<file path="src/rtl/pc_return_stack.sv">
// Program-counter sequencer with a DEPTH-entry hardware return-address stack.
// Computes the next PC each clock (seq/jump/return/branch) and flags stack misuse.
module pc_return_stack #(
  parameter int ADDR_W = 12,
  parameter int DEPTH  = 8,
  parameter int OFF_W  = 8
) (
  input  logic                       clk,
  input  logic                       rst,
  input  logic [1:0]                 pc_src,
  input  logic                       stack_push,
  input  logic                       stack_pop,
  input  logic                       halt,
  input  logic [ADDR_W-1:0]          jump_addr,
  input  logic [OFF_W-1:0]           branch_off,
  output logic [ADDR_W-1:0]          pc,
  output logic [$clog2(DEPTH):0]     stack_depth,
  output logic                       err_overflow,
  output logic                       err_underflow,
  output logic                       err_illegal
);

  localparam int IW = $clog2(DEPTH);
  localparam int DW = IW + 1;
  localparam logic [DW-1:0] FULL_CNT = DW'(DEPTH);

  localparam logic [1:0] SRC_SEQ  = 2'b00;
  localparam logic [1:0] SRC_JUMP = 2'b01;
  localparam logic [1:0] SRC_RET  = 2'b10;
  localparam logic [1:0] SRC_BR   = 2'b11;

  logic [ADDR_W-1:0] stack_mem [DEPTH];

  logic [ADDR_W-1:0] pc_inc;
  logic [ADDR_W-1:0] branch_sext;
  logic [ADDR_W-1:0] pc_next;
  logic [DW-1:0]     depth_m1;
  logic [IW-1:0]     push_idx;
  logic [IW-1:0]     top_idx;
  logic              is_full;
  logic              is_empty;
  logic              illegal;
  logic              push_req;
  logic              pop_req;
  logic              push_ok;
  logic              pop_ok;

  assign pc_inc      = pc + 1'b1;
  assign branch_sext = {{(ADDR_W-OFF_W){branch_off[OFF_W-1]}}, branch_off};
  assign depth_m1    = stack_depth - 1'b1;
  assign push_idx    = stack_depth[IW-1:0];
  assign top_idx     = depth_m1[IW-1:0];
  assign is_full     = (stack_depth == FULL_CNT);
  assign is_empty    = (stack_depth == '0);

  // Simultaneous push/pop is illegal whatever pc_src says; it overrides both requests.
  assign illegal  = stack_push & stack_pop;
  assign push_req = (pc_src == SRC_JUMP) & stack_push & ~illegal;
  assign pop_req  = (pc_src == SRC_RET)  & stack_pop  & ~illegal;
  assign push_ok  = push_req & ~is_full;
  assign pop_ok   = pop_req  & ~is_empty;

  always_comb begin
    pc_next = pc_inc;
    if (!illegal) begin
      case (pc_src)
        SRC_SEQ:  pc_next = pc_inc;
        SRC_JUMP: pc_next = jump_addr;
        SRC_RET:  pc_next = pop_ok ? stack_mem[top_idx] : pc_inc;
        SRC_BR:   pc_next = pc_inc + branch_sext;
        default:  pc_next = pc_inc;
      endcase
    end
  end

  always_ff @(posedge clk or posedge rst) begin
    if (rst) begin
      pc            <= '0;
      stack_depth   <= '0;
      err_overflow  <= 1'b0;
      err_underflow <= 1'b0;
      err_illegal   <= 1'b0;
    end else if (!halt) begin
      pc <= pc_next;
      if (push_ok)
        stack_depth <= stack_depth + 1'b1;
      else if (pop_ok)
        stack_depth <= depth_m1;
      if (push_req && is_full)
        err_overflow <= 1'b1;
      if (pop_req && is_empty)
        err_underflow <= 1'b1;
      if (illegal)
        err_illegal <= 1'b1;
    end
  end

  // Entry contents are don't-care after reset, so the array carries no reset.
  always_ff @(posedge clk) begin
    if (!halt && push_ok)
      stack_mem[push_idx] <= pc_inc;
  end

endmodule

</file>
<file path="config.mk">
export PLATFORM = sky130hd
export DESIGN_NAME = pc_return_stack
export DESIGN_NICKNAME = d
export VERILOG_FILES = /design/src/rtl/pc_return_stack.sv
export SDC_FILE = /design/constraint.sdc
export NUM_CORES = 1
export LEC_CHECK = 0
export ABC_CLOCK_PERIOD_IN_PS = 7600
export CORE_UTILIZATION = 60
export CTS_CLUSTER_SIZE = 12
export DETAILED_ROUTE_END_ITERATION = 16
export PLACE_DENSITY_LB_ADDON = 0.12
export SKIP_LAST_GASP = 1
export SLEW_MARGIN = 10
export SYNTH_ARGS = -nofsm -noshare
export SYNTH_HDL_FRONTEND = slang
export SYNTH_SLANG_ARGS = --single-unit
</file>
<file path="constraint.sdc">
create_clock -name clk -period 7.6 [get_ports clk]
set_clock_uncertainty 0.1 [all_clocks]
set_input_delay 1.9 -clock clk [delete_from_list [all_inputs] [get_ports clk]]
set_output_delay 1.9 -clock clk [all_outputs]
set_load 0.005 [all_outputs]
</file>
# [Word-level counts from Yosys, hierarchy flattened]
# Memory sizes are Yosys's and may differ from the RTL's.
# Cells that the tools add are included.
[op_classes] n_addsub=4 n_eq_ne=4 mux=7 bitwise=11 reduce_logical=11
[ops] op="$pmux 12 s4" count=1
[ops] op="$mux 12" count=2
[ops] op="$add 12x1->12 const B" count=1
[ops] op="$add 12x12->12" count=1
[ops] op="$mux 4" count=2
[ops] op="$reduce_and 2->1" count=4
[ops] op="$and 1x1->1" count=7
[ops] op="$add 4x1->4 const B" count=1
[ops] op="$eq 2x2->1 const B" count=2
[ops] op="$eq 4x4->1 const B" count=1
[ops] op="$logic_not 4->1" count=1
[ops] op="$not 1->1" count=4
[ops] op="$sub 4x1->4 const B" count=1
[ops] op="$logic_and 1x1->1" count=3
[ops] op="$eq 2x1->1 const B" count=1
[ops] op="$logic_not 2->1" count=1
[ops] op="$mux 1" count=2
[ops] op="$reduce_bool 2->1" count=1
[ops] op="$logic_not 1->1" count=1
[totals] register_bits=19 ram_bits=96 input_bits=27 word_cells=43 n_memories=1
[memory_table] memory="stack_mem" depth=8 width=12 read_ports=1 rd_clocked_by_memory_dff=0 wr=1 line_no="32" text="logic [ADDR_W-1:0] stack_mem [DEPTH];"

# [Depth between registers and ports, before layout]
# Gate-level depths: netlist (run 1).
[depth] word_depth=7 depth_mapped=12 depth_no_buf=11

# [Least setup slack after synthesis (run 1)]
# No wires, ideal clock.
[synth_path] path_kind="input -> register" from="in pc_src[0]" to="mem stack_mem[1][0] (enable)" setup_time_ns=0.396 arrival_ns=3.659 slack_ns=3.445 stages=8 n_path_buf=2 cell_sequence="nor2b_1 -> buf_2 -> and3b_1 -> buf_2 -> nand2_1 -> nor2_1 -> nand2_1 -> nor3_1"
[synth_via] elab_chain_len=7
[synth_rtl] item="start, declared" line_no="10" text="input logic [1:0] pc_src,"
[synth_rtl] item="$eq 2x1->1" line_no="58" text="assign push_req = (pc_src == SRC_JUMP) & stack_push & ~illegal;"
[synth_rtl] item="$and 1x1->1 (2 in series)" line_no="58"
[synth_rtl] item="$and 1x1->1" line_no="60" text="assign push_ok = push_req & ~is_full;"
[synth_rtl] item="$logic_and 1x1->1" line_no="100" text="if (!halt && push_ok)"
[synth_rtl] item="$mux 1" line_no="100"
[synth_rtl] item="$mux 1 (implied by the code)" line_no="101" text="stack_mem[push_idx] <= pc_inc;"
[synth_rtl] item="end, declared" line_no="32"
# No other way between the ends.

# [Worst setup path in the final report (run 1)]
[layout_path] from="in pc_src[0]" to="mem stack_mem[7][9] (enable)"
# Same word-level chain as after synthesis.

==> results.cfg, run 1 <==
[synth]
synth_flop_cell = edfxtp_1
synthesis.nets = 440
syn_area_sq_um = 5630
netlist_instances = 396
synth-seq-area-share_pct = 59.7
synth_top_cell_by_area = edfxtp_1
ys_warn_count = 0
syn_avg_cell_area_sq_um = 14.2
async_reset_ff_share_pct = 16.5
synth_cell_types = 60
synth_area_leaders = edfxtp_1 (51%), mux4_2 (9.6%), dfrtp_1 (8.5%)
synth_edf_count = 96
synth_top_area_share_pct = 51.2
ys_seq_elements = 115

[clock_tree]
cts_inserted_buffers = 17
cts_root_buf = clkbuf_8
cts_tree = done
worst_skew_pair.late_latency_ns = 0.51
ctsResizeCount = 0
htreeDepth = 4
hold_buffers = 0
cts_buffer_depth = 2
post_cts_buffers = 0
numClockSinks = 115
clk_pin_slew_ns = 0.06

[power]
total_power_uw = 2650
power_density_nw_per_um2 = 394
irDropWorstVdd_mv = 0.287
p_leak_uw = 0.00239

[layout]
fill_cells = 562
register_area_sq_um = 3360
final_nets = 491
layout-drive-gt1-share_pct = 16.3
synthToLayoutAreaGrowth_pct = 19.3
multi_input_area_sq_um = 2160
antenna_cells = 0

[sta]
relSlewSlack_pct = 17.4
fmax_mhz = 203
setup_viol = 0
period_share_pct = 64.7
rsz0062_at_grt = false
finalHoldViolations = 0
setup_tns_ns = 0
tightest_slew_ns = 1.23
finalCriticalPeriod_ns = 4.92
drv_slew = 0
holdWs_ns = 0.370

[floorplanning]
ios = 46
dieArea_sq_um = 9770
fp.dieH_um = 98.8
coreArea_sq_um = 8890
dieWidth_um = 98.8
row_count = 34
start_util_pct = 63.3

[placed_design]
place_hpwl_mm = 8.92
globalplace.congestion = 0.973
io_buffers = 45

[worst_setup_path]
cp.arrival_ns = 4.94
worstSetupStartpointType = input port
crit_required_ns = 7.62
cp_max_fo = 12
cp-end-kind = flop
crit_type = input port to flop

[route]
routed-wl-met3_mm = 1.03
first_pass_iters = 4
drc = 0
dr.max_layer_used = met4
wl_met1_mm = 5.77
num_vias = 3682
ant_nets = 0
routed_wl_mm = 13.6
viasPerCell = 6.48
wl_met2_mm = 6.45
wl_per_cell_um = 23.9
drt_iter0_drc = 271

[grt]
grt_remaining_overflow = 0
antenna_found_initial = 0
grt_first_pass_wirelength_mm = 20.8
grt_max_degree = 29
first_global_vias = 3707
grt_util_all_layers_pct = 30.3

[flow_run]
maxCapViolations = 0

[run_status]
run_status = completed

[min_path]
worstHoldPathType = flop to flop
-- cell usage in the layout (no fill, tap or decap), types with 5 or more instances in the layout --
master and instances:
edfxtp_1 96, clkdlybuf4s50_1 45, nand2_1 28, a21oi_1 28, nor2_1 26, mux4_2 24, dfrtp_1 19, ha_1 16
clkbuf_16 16, mux2i_1 12, xnor2_1 12, o21ai_1 10, a21o_1 8, xor2_1 7, nand3_1 6, o21ai_0 6
mux2_2 6, buf_4 6, inv_1 5
-- cell usage after synthesis, types with 2 or more instances --
library cell,number
a21o_1,8
and4_1,2
nor4_1,2
ha_1,16
o221ai_1,2
o21bai_1,2
nand3b_1,2
mux4_2,24
o21a_1,2
a21oi_1,28
nor2_1,27
o211ai_1,2
nor3b_1,2
nor3_1,4
nand2_1,28
buf_2,8
clkbuf_1,7
and2_1,3
mux2_2,6
xor2_1,7
a211oi_1,2
a221oi_1,2
nor2b_1,3
o21ai_0,6
dfrtp_1,19
inv_1,5
xnor2_1,12
mux2i_1,12
a31oi_1,3
nand3_1,6
o21ai_1,10
or3_1,3
nand2b_1,2
o22ai_1,2
edfxtp_1,96
nand4_1,3
a21oi_2,3
buf_4,3
-- cell type report --
class,count,area share (%)
Tap cell,108,2.01
Inverter,5,0.280
Sequential cell,115,50.0
Multi-Input combinational cell,257,32.2
Clock buffer,21,6.39
Timing Repair Buffer,51,7.38
Clock inverter,11,1.68
-- logic make-up (layout without fill, tap and decap cells) --
| kind of cell | count (synthesis) | count (layout) | share of synthesized area [%] |
|---|---|---|---|
| xor+xnor | 20 | 20 | 3.25 |
| flops | 115 | 115 | 59.7 |
| fa+ha+maj | 17 | 17 | 3.91 |
| simple gates | 94 | 94 | 8.54 |
| compound gates | 84 | 84 | 9.56 |
| buf+inv | 24 | 88 | 2.11 |
| mux | 42 | 42 | 12.9 |
-- through the flow --
stage | cells | utilization (%) | setup slack [ns] | instance area, sq um
floorplan | 396 | - | 3.45 | 5630
global placement | 536 | 69.4 | 2.28 | 6170
detailed placement | 536 | 69.4 | 2.18 | 6170
CTS | 568 | 75.5 | 2.62 | 6710
global route | 568 | 75.5 | 2.48 | 6710
finish | 568 | 75.5 | 2.68 | 6710
-- power by group --
group | internal [uW] | total, uW | leakage, uW | switching (uW)
logic | 462 | 1050 | 0.00102 | 589
clock network | 461 | 725 | 0.000265 | 264
registers | 795 | 871 | 0.00110 | 76.1
total | 1720 | 2650 | 0.00239 | 929
-- worst max-delay path: stages --
cell and delay [ns]:
clkdlybuf4s50_1 0.67, nor2b_1 0.58, and3b_1 0.38, nand2_1 0.17, nor2_1 0.15, nand2_1 0.15
nor2_1 0.91
-- metal layers --
layer	GRT usage (%)	vias up
met2	47.2	179
met1	41.5	1821
met4	9.53	0
met5	0	-
li1	-	1654
met3	8.87	28
-- path summary, 6_finish.rpt --
kind / start / end / slack, ns / depth (start not counted)
worst max-delay path: pc_src[0] / stack_mem[7][9] / 2.68 / 7
worst max register to register: pc[0] / pc[8] / 3.83 / 10
worst min register to register: err_underflow / err_underflow / 0.37 / 1
min in group asynchronous: rst / err_illegal / 1.74 / 2
worst min-delay path: err_underflow / err_underflow / 0.37 / 1
max in group asynchronous: rst / pc[6] / 5.18 / 2
-- sequential cells by signal (all words and copies together), names as in the netlist --
name and cells:
pc 12, err_overflow 1, stack_mem 96, err_illegal 1, stack_depth 4, err_underflow 1
No activity file was read; power rests on OpenSTA's default activity.
==> run 2, diff against run 1 <==
--- a/config.mk
+++ b/config.mk
@@ -5,8 +5,8 @@
 export SDC_FILE = /design/constraint.sdc
 export NUM_CORES = 1
 export LEC_CHECK = 0
-export ABC_CLOCK_PERIOD_IN_PS = 7600
-export CORE_UTILIZATION = 60
+export ABC_CLOCK_PERIOD_IN_PS = 4600
+export CORE_UTILIZATION = 58
 export CTS_CLUSTER_SIZE = 12
 export DETAILED_ROUTE_END_ITERATION = 16
 export PLACE_DENSITY_LB_ADDON = 0.12
==> constraint.sdc (replaced) <==
create_clock -name clk -period 4.6 [get_ports clk]
set_clock_uncertainty 0.1 [all_clocks]
set_input_delay 1.15 -clock clk [delete_from_list [all_inputs] [get_ports clk]]
set_output_delay 1.15 -clock clk [all_outputs]
set_load 0.005 [all_outputs]
==> results.cfg, run 2 (synthesized netlist as in run 1, its figures left out) <==
[clock_tree]
clk_pin_slew_ns = 0.06
ctsResizeCount = 0
worst_skew_pair.late_latency_ns = 0.50
cts_root_buf = clkbuf_8
cts_inserted_buffers = 17
cts_buffer_depth = 2
htreeDepth = 4
cts_tree = done
hold_buffers = 0
post_cts_buffers = 0
numClockSinks = 115

[sta]
period_share_pct = 75.6
setup_tns_ns = 0
relSlewSlack_pct = 37.5
setup_viol = 0
drv_slew = 0
finalCriticalPeriod_ns = 3.48
holdWs_ns = 0.365
fmax_mhz = 287
rsz0062_at_grt = false
tightest_slew_ns = 0.930
finalHoldViolations = 0

[floorplanning]
ios = 46
fp.dieH_um = 100
row_count = 35
dieArea_sq_um = 10100
dieWidth_um = 100
start_util_pct = 60.3
coreArea_sq_um = 9330

[power]
p_leak_uw = 0.00246
p_seq_share_pct = 33.4
p_clk_share_pct = 27.9
p_sw_share_pct = 34.5
irDropWorstVdd_mv = 0.370
power_density_nw_per_um2 = 627
pwr-share-comb_pct = 38.6
p_sw_uw = 1480
intPower_uw = 2810

[route]
routed_wl_mm = 12.4
drc = 0
num_vias = 3636
first_pass_iters = 5
wl_per_cell_um = 20.6
viasPerCell = 6.04
ant_nets = 0
drt_iter0_drc = 189

[worst_setup_path]
crit_path_frequent_cell = ha_1
cp_max_fo = 10
slowest_stage = xnor2_1
worstSetupStartpointType = flop
crit_type = flop to flop
max_stage_delay_ns = 0.75
cp-end-kind = flop
path_cells = ha_1, nand3_1, xnor2_1, ha_1, nand2_1, a21oi_1, o311ai_1, nor3b_1, o31ai_1, a21o_1
crit_required_ns = 4.89
cp.arrival_ns = 3.77

[layout]
top_register = stack_mem
final_cells = 602
fin_area_sq_um = 6840
largest_registers = stack_mem: 96 flops, pc: 12 flops, stack_depth: 4 flops
antenna_cells = 0
final_nets = 504
final_common_cell = edfxtp_1
synthToLayoutAreaGrowth_pct = 21.5
largest_reg_flops = 96
layout-drive-gt1-share_pct = 19.5
finish.utilization_pct = 73.3
layout_common_cells = edfxtp_1 (96), clkdlybuf4s50_1 (45), nand2_1 (28), a21oi_1 (28), nor2_1 (27)

[grt]
first_global_vias = 3767
grt_remaining_overflow = 0
grt_max_degree = 29
antenna_found_initial = 0
grt_first_pass_wirelength_mm = 19.7
grt_util_all_layers_pct = 27.1

[placed_design]
place_hpwl_mm = 8.61
placed_area_sq_um = 6290
dp_cells = 570
globalplace.congestion = 0.963
io_buffers = 45

[flow_run]
maxCapViolations = 0

[run_status]
run_status = completed

[min_path]
worstHoldPathType = flop to flop
## run 2: cell count changes in the layout (fill, tap and decap cells not counted), sizes merged
cell      before  now
buf            6   19
clkbuf        21   17
inv            5    8
clkinvlp       1    3
bufinv         2    1
## run 2: worst paths after layout
kind                         startpoint             to  slack, ns  depth (start not counted)
max reg2reg                       pc[0]          pc[8]       1.12                         10
min in group asynchronous           rst  err_underflow       1.00                          2
min reg2reg                err_overflow   err_overflow       0.37                          1
min                        err_overflow   err_overflow       0.37                          1
max                               pc[0]          pc[8]       1.12                         10
max in group asynchronous           rst          pc[8]       2.89                          2
## run 2: power groups by stage
stage / combinational [uW] / sequential, uW / clock (uW)
6_report: 1660 / 1430 / 1200
5_1_grt: 1790 / 1440 / 1250
4_1_cts: 1650 / 1430 / 1210
3_5_place_dp: 1630 / 1450 / 0
3_3_place_gp: 1590 / 1440 / 0
2_1_floorplan: 1160 / 1410 / 0
## run 2: final cells by class
class	instances	area (sq um)
fill	618	2490
clock inverter	15	133
clock buffer	17	414
multi-input combinational	257	2160
inverter	5	18.8
sequential	115	3360
tap	129	161
timing repair buffer	64	593
## run 2: through the flow
stage	total power [uW]	setup WS, ns
after floorplan	2570	1.20
after global placement	3030	0.995
after detailed placement	3080	0.833
after CTS	4290	1.05
after global routing	4480	0.716
final	4280	1.12
## run 2: routing by layer
layer / part of all wire [%] / global-route usage, % / wire length (um) / vias to the layer above
met5: 0 / 0 / 0 / -
met4: 1.2 / 8.03 / 148 / 0
met3: 5.5 / 5.41 / 685 / 13
met2: 49 / 43.7 / 6090 / 130
met1: 44 / 37.7 / 5500 / 1817
li1: - / - / - / 1676
## run 2: critical path, delay by kind of cell (launching register included)
kind	cells	cell delay (ns)
simple gates	3	0.45
compound gates	4	0.87
xor+xnor	1	0.75
flops	1	0.47
fa+ha+maj	2	0.73
